==> config.mk <==
export PLATFORM = sky130hd
export DESIGN_NAME = hub_port_guard
export DESIGN_NICKNAME = d
export VERILOG_FILES = /design/src/rtl/hub_port_guard_pkg.sv /design/src/rtl/hub_port_guard_port.sv /design/src/rtl/hub_port_guard.sv
export SDC_FILE = /design/constraint.sdc
export NUM_CORES = 1
export LEC_CHECK = 0
export CAP_MARGIN = 40
export CORE_MARGIN = 1.5
export CORE_UTILIZATION = 45
export CTS_CLUSTER_DIAMETER = 40
export CTS_CLUSTER_SIZE = 28
export DETAILED_ROUTE_END_ITERATION = 12
export DONT_BUFFER_PORTS = 1
export PLACE_DENSITY_LB_ADDON = 0.1
export REMOVE_ABC_BUFFERS = 1
export SLEW_MARGIN = 20
export SYNTH_ARGS = -nofsm -noshare
export SYNTH_HDL_FRONTEND = slang
export SYNTH_SLANG_ARGS = --single-unit
==> constraint.sdc <==
create_clock -name clk -period 2.61 [get_ports clk]
set_input_delay 0.261 -clock clk [delete_from_list [all_inputs] [get_ports clk]]
set_output_delay 0.261 -clock clk [all_outputs]
set_load 0.1 [all_outputs]
==> src/rtl/hub_port_guard_pkg.sv <==
// rtl/hub_port_guard_pkg.sv - shared state encodings and counter sizing for the hub port guard
package hub_port_guard_pkg;

  typedef enum logic [1:0] {
    NORMAL = 2'd0,
    PART   = 2'd1,
    JABBER = 2'd2
  } port_state_e;

  // A counter that must hold the value v needs this many bits.
  function automatic int cnt_width(input int v);
    return $clog2(v + 1);
  endfunction

endpackage

==> src/rtl/hub_port_guard_port.sv <==
// rtl/hub_port_guard_port.sv - single-port jabber/partition FSM and counters (HUB_LONG_COL_EN adds long-collision partition)
module hub_port_guard_port
  import hub_port_guard_pkg::*;
#(
  parameter int JABBER_CYCLES    = 125000,
  parameter int UNJAB_CYCLES     = 24,
  parameter int PARTITION_LIMIT  = 31,
  parameter int RECONNECT_CYCLES = 128,
  parameter int LONG_COL_CYCLES  = 32
) (
  input  logic clk,
  input  logic rst_n,
  input  logic rx_dv,        // raw carrier this cycle
  input  logic dv_d,         // raw carrier of the previous cycle
  input  logic dv_o,         // guarded carrier currently presented to the core
  input  logic jam,
  output logic blocked,
  output logic partitioned,
  output logic jabbering
);

  localparam int RUN_W  = cnt_width(JABBER_CYCLES);
  localparam int IDLE_W = cnt_width(UNJAB_CYCLES);
  localparam int COL_W  = cnt_width(PARTITION_LIMIT);

  localparam logic [RUN_W-1:0]  RUN_MAX  = RUN_W'(JABBER_CYCLES);
  localparam logic [IDLE_W-1:0] IDLE_MAX = IDLE_W'(UNJAB_CYCLES);
  localparam logic [COL_W-1:0]  COL_MAX  = COL_W'(PARTITION_LIMIT);

  port_state_e state, state_nxt;
  logic [RUN_W-1:0]  run_cnt, run_nxt;
  logic [IDLE_W-1:0] idle_cnt, idle_nxt;
  logic [COL_W-1:0]  col_cnt, col_inc, col_nxt;
  logic              col_seen, jam_seen, part_saved, part_nxt;
  logic              event_end, col_eff, jam_eff, jab_trip, reconnect_ok, long_col;

`ifdef HUB_LONG_COL_EN
  localparam int JAM_W = cnt_width(LONG_COL_CYCLES);
  localparam logic [JAM_W-1:0] JAM_MAX = JAM_W'(LONG_COL_CYCLES);
  logic [JAM_W-1:0] jam_cnt, jam_cnt_eff;

  // Count jam cycles that overlap this port's own guarded carrier, saturating.
  always_comb begin
    jam_cnt_eff = jam_cnt;
    if (jam && dv_o && (jam_cnt != JAM_MAX)) begin
      jam_cnt_eff = jam_cnt + JAM_W'(1);
    end
    long_col = (jam_cnt_eff >= JAM_MAX);
  end

  // jam_cnt restarts with every carrier event.
  always_ff @(posedge clk or negedge rst_n) begin
    if (!rst_n) begin
      jam_cnt <= '0;
    end else if (event_end) begin
      jam_cnt <= '0;
    end else begin
      jam_cnt <= jam_cnt_eff;
    end
  end
`else
  assign long_col = 1'b0;
`endif

  // Counter next values and event qualifiers; the *_eff flags include the current cycle.
  always_comb begin
    run_nxt  = '0;
    idle_nxt = '0;
    if (rx_dv) begin
      run_nxt = (run_cnt == RUN_MAX) ? run_cnt : run_cnt + RUN_W'(1);
    end else begin
      idle_nxt = (idle_cnt == IDLE_MAX) ? idle_cnt : idle_cnt + IDLE_W'(1);
    end
    col_inc      = (col_cnt == COL_MAX) ? col_cnt : col_cnt + COL_W'(1);
    event_end    = dv_d && !rx_dv;
    col_eff      = col_seen || (jam && dv_o);
    jam_eff      = jam_seen || (jam && dv_d);
    jab_trip     = rx_dv && (run_nxt == RUN_MAX);
    reconnect_ok = (32'(run_cnt) >= 32'(RECONNECT_CYCLES)) && !jam_eff;
  end

  // Next-state logic; jabber is checked before event-end handling.
  always_comb begin
    state_nxt = state;
    part_nxt  = part_saved;
    col_nxt   = col_cnt;
    case (state)
      NORMAL: begin
        if (jab_trip) begin
          state_nxt = JABBER;
          part_nxt  = 1'b0;
        end else if (event_end) begin
          col_nxt = col_eff ? col_inc : '0;
          if ((col_eff && (col_inc == COL_MAX)) || long_col) begin
            state_nxt = PART;
          end
        end
      end
      PART: begin
        if (jab_trip) begin
          state_nxt = JABBER;
          part_nxt  = 1'b1;
        end else if (event_end && reconnect_ok) begin
          state_nxt = NORMAL;
          col_nxt   = '0;
        end
      end
      JABBER: begin
        if (idle_nxt == IDLE_MAX) begin
          state_nxt = part_saved ? PART : NORMAL;
        end
      end
      default: state_nxt = NORMAL;
    endcase
  end

  // State, counters, per-event flags and registered status outputs.
  always_ff @(posedge clk or negedge rst_n) begin
    if (!rst_n) begin
      state       <= NORMAL;
      part_saved  <= 1'b0;
      run_cnt     <= '0;
      idle_cnt    <= '0;
      col_cnt     <= '0;
      col_seen    <= 1'b0;
      jam_seen    <= 1'b0;
      blocked     <= 1'b0;
      partitioned <= 1'b0;
      jabbering   <= 1'b0;
    end else begin
      state       <= state_nxt;
      part_saved  <= part_nxt;
      run_cnt     <= run_nxt;
      idle_cnt    <= idle_nxt;
      col_cnt     <= col_nxt;
      col_seen    <= event_end ? 1'b0 : col_eff;
      jam_seen    <= event_end ? 1'b0 : jam_eff;
      blocked     <= (state_nxt != NORMAL);
      partitioned <= (state_nxt == PART);
      jabbering   <= (state_nxt == JABBER);
    end
  end

endmodule

==> src/rtl/hub_port_guard.sv <==
// rtl/hub_port_guard.sv - per-port jabber and auto-partition guard on MII receive (HUB_LONG_COL_EN enables long-collision partition)
module hub_port_guard
  import hub_port_guard_pkg::*;
#(
  parameter int PORT_COUNT       = 4,
  parameter int JABBER_CYCLES    = 125000,
  parameter int UNJAB_CYCLES     = 24,
  parameter int PARTITION_LIMIT  = 31,
  parameter int RECONNECT_CYCLES = 128,
  parameter int LONG_COL_CYCLES  = 32
) (
  input  logic                    clk,
  input  logic                    rst_n,
  input  logic [PORT_COUNT-1:0]   rx_dv,
  input  logic [PORT_COUNT-1:0]   rx_er,
  input  logic [4*PORT_COUNT-1:0] rxd,
  input  logic                    jam,
  output logic [PORT_COUNT-1:0]   rx_dv_o,
  output logic [PORT_COUNT-1:0]   rx_er_o,
  output logic [4*PORT_COUNT-1:0] rxd_o,
  output logic [PORT_COUNT-1:0]   partitioned,
  output logic [PORT_COUNT-1:0]   jabbering
);

  logic [PORT_COUNT-1:0] dv_d;
  logic [PORT_COUNT-1:0] blocked;

  // One-cycle input/output stage; the guard mask uses each port's current state.
  always_ff @(posedge clk or negedge rst_n) begin
    if (!rst_n) begin
      dv_d    <= '0;
      rx_dv_o <= '0;
      rx_er_o <= '0;
      rxd_o   <= '0;
    end else begin
      dv_d    <= rx_dv;
      rx_dv_o <= rx_dv & ~blocked;
      rx_er_o <= rx_er & ~blocked;
      rxd_o   <= rxd;
    end
  end

  for (genvar i = 0; i < PORT_COUNT; i++) begin : g_port
    hub_port_guard_port #(
      .JABBER_CYCLES   (JABBER_CYCLES),
      .UNJAB_CYCLES    (UNJAB_CYCLES),
      .PARTITION_LIMIT (PARTITION_LIMIT),
      .RECONNECT_CYCLES(RECONNECT_CYCLES),
      .LONG_COL_CYCLES (LONG_COL_CYCLES)
    ) u_port (
      .clk        (clk),
      .rst_n      (rst_n),
      .rx_dv      (rx_dv[i]),
      .dv_d       (dv_d[i]),
      .dv_o       (rx_dv_o[i]),
      .jam        (jam),
      .blocked    (blocked[i]),
      .partitioned(partitioned[i]),
      .jabbering  (jabbering[i])
    );
  end

endmodule
## Word-level counts from Yosys, hierarchy flattened

Index checks and enable logic that the tools add are counted.

- Add/sub/neg operators: 12
- Eq/ne operators: 64
- Reductions and logical operators: 64
- Bitwise operators: 3
- $lt $le $gt $ge: 4
- Multiplexer cells: 96

Operators with widths:

| operator | count |
|---|---|
| $mux 5 | 32 |
| $eq 17x17->1 const B | 8 |
| $mux 17 | 8 |
| $eq 5x5->1 const B | 16 |
| $add 17x1->17 const B | 4 |
| $ge 17x8->1 const B | 4 |
| $mux 2 | 24 |
| $add 5x1->5 const B | 8 |
| $pmux 5 s2 | 4 |
| $ne 2x1->1 const B | 16 |
| $logic_and 1x1->1 | 28 |
| $pmux 2 s3 | 4 |
| $mux 1 | 20 |
| $reduce_and 5->1 | 4 |
| $eq 2x1->1 const B | 8 |
| $eq 2x2->1 const B | 8 |
| $ne 2x2->1 const B | 8 |
| $reduce_bool 2->1 | 8 |
| $reduce_and 3->1 | 4 |
| $and 4x4->4 | 2 |
| $logic_not 1->1 | 8 |
| $logic_not 2->1 | 4 |
| $logic_or 1x1->1 | 8 |
| $pmux 1 s2 | 4 |
| $not 4->4 | 1 |

- Input port bits: 27
- Output and inout bits: 32
- Word-level logic and storage cells: 287
- Bits in registers: 168

## Depth between registers and ports, before layout

- Depth after elaboration: 9
- Mapped depth: 10
- Gate-level depth less buffers: 9

## Cells and area by module

A second synthesis with hierarchy kept.

- Cell total of the unflattened synthesis: 873
- Area total of the unflattened synthesis: 8858.5 um^2

By module, submodules not included:

| module | area an instance (um^2) | cells an instance | sequential area each (um^2) | instances |
|---|---|---|---|---|
| hub_port_guard_port (g_port[0].u_port ...) | 2052.0 | 210 | 875.8 | 3 |
| hub_port_guard_port (g_port[3].u_port) | 1951.9 | 207 | 875.8 | 1 |
| hub_port_guard | 750.7 | 36 | 700.7 | 1 |

## Least setup slack after synthesis

No wires, ideal clock.

- Kind: reg-to-reg
- From: register g_port[1].u_port.run_cnt[1]
- To: register g_port[1].u_port.part_saved
- Buffers on the path: 1
- Setup slack: -0.139 ns
- Arrival: 2.624 ns
- Cell stages (with the launch flop): 10
- Cell sequence: dfrtp_1 ha_1 clkbuf_1 nand2_1 or3_1 a21oi_1 o21ai_0 or4_1 or3_4 mux2_4

- Word-level cells in the longest chain between the ends: 7
- Elaborated cells between the ends (all ways): 9
- Those cells by class: add/sub (1); eq/ne (4); mux (2); reduce/logical (2)

RTL lines:

| what | line | RTL |
|---|---|---|
| from (decl) | hub_port_guard_port.sv:31 | `logic [RUN_W-1:0] run_cnt, run_nxt;` |
| from (signal assigned) | hub_port_guard_port.sv:133 | `run_cnt <= run_nxt;` |
| $add 17x1->17 / $eq 17x17->1 (equally long branches) | hub_port_guard_port.sv:70 | `run_nxt = (run_cnt == RUN_MAX) ? run_cnt : run_cnt + RUN_W'(1);` |
| $mux 17 (*) | hub_port_guard_port.sv:70 |  |
| $mux 17 (*) | hub_port_guard_port.sv:69 | `if (rx_dv) begin` |
| $eq 17x17->1 (*) | hub_port_guard_port.sv:78 | `jab_trip = rx_dv && (run_nxt == RUN_MAX);` |
| $logic_and 1x1->1 (*) | hub_port_guard_port.sv:78 |  |
| $ne 2x1->1 (no source line) | n/a |  |
| $reduce_and 3->1 (no source line) (*) | n/a |  |
| to (signal assigned) | hub_port_guard_port.sv:132 | `part_saved <= part_nxt;` |
| to (decl) | hub_port_guard_port.sv:34 | `logic col_seen, jam_seen, part_saved, part_nxt;` |

Mark *: on every way between the ends. The rest lies on a longest branch, timed or not.
A chain may end at the register's enable or synchronous reset.

## Worst setup path after layout

- From: register g_port[1].u_port.run_cnt[5]
- To: register g_port[1].u_port.part_saved

- Word-level cells in the longest chain between the ends: 7
- Elaborated cells between the ends (all ways): 9
- Those cells by class: add/sub (1); eq/ne (4); mux (2); reduce/logical (2)

RTL lines:

| what | line |
|---|---|
| $add 17x1->17 / $eq 17x17->1 (equally long branches) | hub_port_guard_port.sv:70 |
| $mux 17 (*) | hub_port_guard_port.sv:70 |
| $mux 17 (*) | hub_port_guard_port.sv:69 |
| via g_port[1].u_port.run_nxt[11] | hub_port_guard_port.sv:31 |
| $eq 17x17->1 (*) | hub_port_guard_port.sv:78 |
| $logic_and 1x1->1 (*) | hub_port_guard_port.sv:78 |
| $ne 2x1->1 (no source line) | n/a |
| $reduce_and 3->1 (no source line) (*) | n/a |

Mark *: on every way through the listed nets, which the timed path passes. The rest lies on a longest branch.

==> impl_summary.txt <==
----------------------------------------------------
[Route]
  Number of violations reported at the end of detailed-routing iteration 0 ... 384
  Number of design rule violations left after detail routing ... 0
  Post-detailed-route count of antenna-violating nets ... 0
  First-pass detailed-route iteration total ... 5
  Routed wire per std cell ... 15.4 µm
  Post-detailed-routing wire length ... 19.7 mm
  Number of vias per cell ... 5.52
  Total via count after detailed routing ... 7083

[Floorplanning]
  Total Die Area ... 20700 µm²
  Core region area ... 19500 µm²
  Effective utilization at floorplan ... 0.458
  Number of top-level pins ... 59
  Placement row count ... 51
  Horizontal die dimension ... 144 µm
  Die Height ... 144 µm

[Synth]
  Post-synthesis compound-gate area fraction ... 0.118
  Top post-synthesis cells by area ... dfrtp_1, nand2_1, nand3_1
  Dominant cell by count in the synthesized netlist ... dfrtp_1
  Share of synthesized area occupied by flip-flops and latches ... 0.471
  Post-synthesis instance area ... 8920 µm²
  Number of synthesized flops with an enable pin ... 0
  Post-synth ARST share ... 1.00
  Yosys cell types ... 72
  Multiplexer share of the synthesized area ... 0.0316
  Top cell type's share of synthesized area ... 0.471
  Cell count after synthesis ... 922
  Synth warnings ... 0
  Area share of xor/xnor cells in the synthesized design ... 0.0491
  Largest family of logic cells by synthesized area ... simple AND/OR/NAND/NOR gates
  Most instantiated flip-flop cell in the synthesis netlist ... dfrtp_1
  Simple logic cell fraction of the synthesized area ... 0.262
  Synth cell count leaders ... dfrtp_1, nand2_1, nand3_1
  Mean post-synth cell area ... 9.68 µm²
  Register bit total from synthesis ... 168
  Most area-hungry cell type in the Yosys netlist ... dfrtp_1
  Synthesized-area fraction occupied by adder cells ... 0.0281

[STA]
  Count of final hold-check violations ... 168
  Highest Clock Rate ... 372 MHz
  Unrepaired setup endpoints after global routing ... yes
  Final worst-path setup slack ... -76.0 ps
  Number of setup violations in the final report ... 4
  Transition time at the pin with the least slew margin ... 897 ps
  Minimum clock period ... 2690 ps
  Number of slew-limit violations in the final report ... 0
  Period Utilization, post-route ... 1.03
  Aggregate negative setup slack ... -163 ps
  Slew margin rel. ... 0.402
  Worst hold margin ... -467 ps
  Setup clock skew after layout ... 6.06 ps

[Place]
  Number of placed cells counting well taps ... 1210
  Placed instance area ... 9560 µm²
  HPWL after detailed placement ... 12.9 mm
  Number of input and output port buffers inserted ... 0
  Worst slack at placement ... -89.3 ps
  RD Place Congestion ... 0.850

[Clock network]
  Hold-fix buffer count after cts ... 30
  Worst-skew pair later-pin latency ... 420 ps
  Clock tree from TritonCTS ... done
  Clock transition time at the flip-flop clock pins of the worst setup and hold paths ... 60 ps
  Max Buffers Root-to-Sink ... 2
  Clock tree sinks ... 168
  Cell chosen for the clock root ... clkbuf_16
  H-tree depth ... 4
  Number of buffers created by CTS ... 17

[Flow run]
  Max-capacitance violation count ... 0

[Setup path]
  Reg-to-reg critical path startpoint ... g_port[1].u_port.run_cnt[5]$_DFF_PN0_
  Setup CP Type ... reg2reg
  Cell at the slowest stage of the critical path ... or4_4
  Register-to-Register Setup Slack ... -80 ps
  Largest stage delay, worst path ... 520 ps
  Critical Path Start Type ... register
  Capture instance of the worst register-to-register path ... g_port[1].u_port.part_saved$_DFFE_PN0P_
  Endpoint kind of the worst setup timing path ... register
  Most used cell, CP ... or4_4
  Ordered list of cells on the worst path ... nand4_1 > buf_6 > or4_4 > a21boi_2 > nand2_1 > or4_4 > or3_4 > mux2_4
  Peak fanout along the critical path ... 7
  Required time at the endpoint of the critical path ... 2920 ps
  Signal arrival time at the worst endpoint ... 2990 ps
  Length in cells of the worst reg-to-reg path ... 8

[Cells and area]
  Number of standard cells in the final layout excluding fillers ... 1282
  Antenna diodes ... 0
  Share of cells above drive strength 1 ... 0.162
  Filler instances ... 1692
  Final standard cell area without fillers ... 10700 µm²
  Layout area overhead ... 19.8%
  Net count of the finished layout ... 1055
  Final core utilization ... 0.549

[Global route]
  Largest net degree at the start of global routing ... 169
  Number of global-route vias before repair ... 7007
  Antenna violations before repair ... 0
  Total gr overflow ... 0
  Wire length of the first global-routing pass ... 33.5 mm
  Total GRT Usage ... 0.204

[Worst hold path]
  HP Class ... in2async

[Outcome]
  Violated checks ... negative hold slack, negative setup slack
  Outcome ... finished, violations left

[Power and ir drop]
  Leakage ... 4.60 nW
  Total power draw ... 5.94 mW
  Worst voltage drop across the vdd grid ... 0.000422 V
  Power per cell area ... 556 nW/µm²

----------------------------------------------------
## flip-flops by register name (all words and copies together) (netlist names)
register and flops:
g_port.u_port.run_cnt 68, g_port.u_port.col_cnt 20, g_port.u_port.idle_cnt 20, rxd_o 16, g_port.u_port.state 8, dv_d 4
g_port.u_port.blocked 4, g_port.u_port.col_seen 4, g_port.u_port.jabbering 4, g_port.u_port.jam_seen 4, g_port.u_port.part_saved 4, g_port.u_port.partitioned 4
rx_dv_o 4, rx_er_o 4
## metal layers
metal,vias to the layer above,share of wire,GRT usage
met1,3494,0.46,0.263
met4,0,0.011,0.0585
li1,3458,-,-
met5,-,0,0
met2,114,0.50,0.347
met3,17,0.030,0.0410
## kinds of logic (layout without fill, tap and decap cells)
kind of cell               after synthesis  in the layout
adders and majority gates               20             20
muxes                                   27             27
xor gates and xnor gates                50             50
buffers and inverters                   82            177
and+or+nand+nor                        413            413
AOI/OAI and AO/OA                      162            162
DFF                                    168            168
## layout make-up
type / instances / area, µm² / share of cell area
clock inverter: 10 / 133 / 0.0124
clock buffer: 18 / 429 / 0.0402
tap: 265 / 332 / 0.0310
sequential: 168 / 4210 / 0.394
multi-input combinational: 672 / 4500 / 0.421
timing repair buffer: 116 / 953 / 0.0892
inverter: 33 / 124 / 0.0116
## cell usage in the layout, fill, tap and decap left out, types with 8 or more instances in the layout
cell type      synthesis  final
xnor2_1               30     30
mux2i_1               21     20
nor3_1                14     13
or3_1                 10     10
o21ai_0               45     43
dfrtp_1              168    162
or4_1                 14     11
nand3_1               56     55
buf_4                 12     82
nand4_1               28     28
nand2_1               77     77
nand2b_1              19     19
nand4b_1               8      8
nor2b_1               35     35
a21boi_0              16     14
dlygate4sd3_1          0     30
nor2_1                52     51
clkbuf_16              0     17
o21a_1                10     10
xor2_1                20     20
nor4_2                 1     10
inv_1                 33     32
ha_1                  20     18
a21oi_1               32     32
nor4_1                19      9
and2_1                35     35
## power breakdown
part	internal [mW]	switching [mW]	total (mW)
clock network	1.47	1.00	2.48
logic	0.224	0.259	0.483
registers	2.71	0.263	2.98
total	4.41	1.53	5.94
## worst max-delay path: cells and delay by family, from the launching register on
| family | cells | cell delay [ps] |
|---|---|---|
| multiplexers | 1 | 300 |
| AO/OA/AOI/OAI | 1 | 170 |
| buffers and inverters | 1 | 160 |
| AND/OR/NAND/NOR | 5 | 1580 |
| flip-flops | 1 | 350 |
## worst max-delay path by stage
stage          depth (start not counted)                                       to  slack (ps)                             startpoint
3_5_place_dp                           7  g_port[1].u_port.part_saved$_DFFE_PN0P_         -90  g_port[1].u_port.run_cnt[2]$_DFF_PN0_
3_3_place_gp                           7  g_port[1].u_port.part_saved$_DFFE_PN0P_         -40  g_port[1].u_port.run_cnt[4]$_DFF_PN0_
2_1_floorplan                          7  g_port[1].u_port.part_saved$_DFFE_PN0P_        -110  g_port[1].u_port.run_cnt[2]$_DFF_PN0_
4_1_cts                                8  g_port[1].u_port.part_saved$_DFFE_PN0P_         -50  g_port[1].u_port.run_cnt[4]$_DFF_PN0_
6_report                               8  g_port[1].u_port.part_saved$_DFFE_PN0P_         -80  g_port[1].u_port.run_cnt[5]$_DFF_PN0_
5_1_grt                                8  g_port[1].u_port.part_saved$_DFFE_PN0P_        -170  g_port[1].u_port.run_cnt[3]$_DFF_PN0_
## timing repair
item,4_1_cts,5_1_grt
endpoints found under the hold margin,280,168
buffers inserted,8,5
setup endpoints to repair,7,17
gates resized for setup,9,31
pin swaps,5,10
No activity file was read; power rests on OpenSTA's default activity.
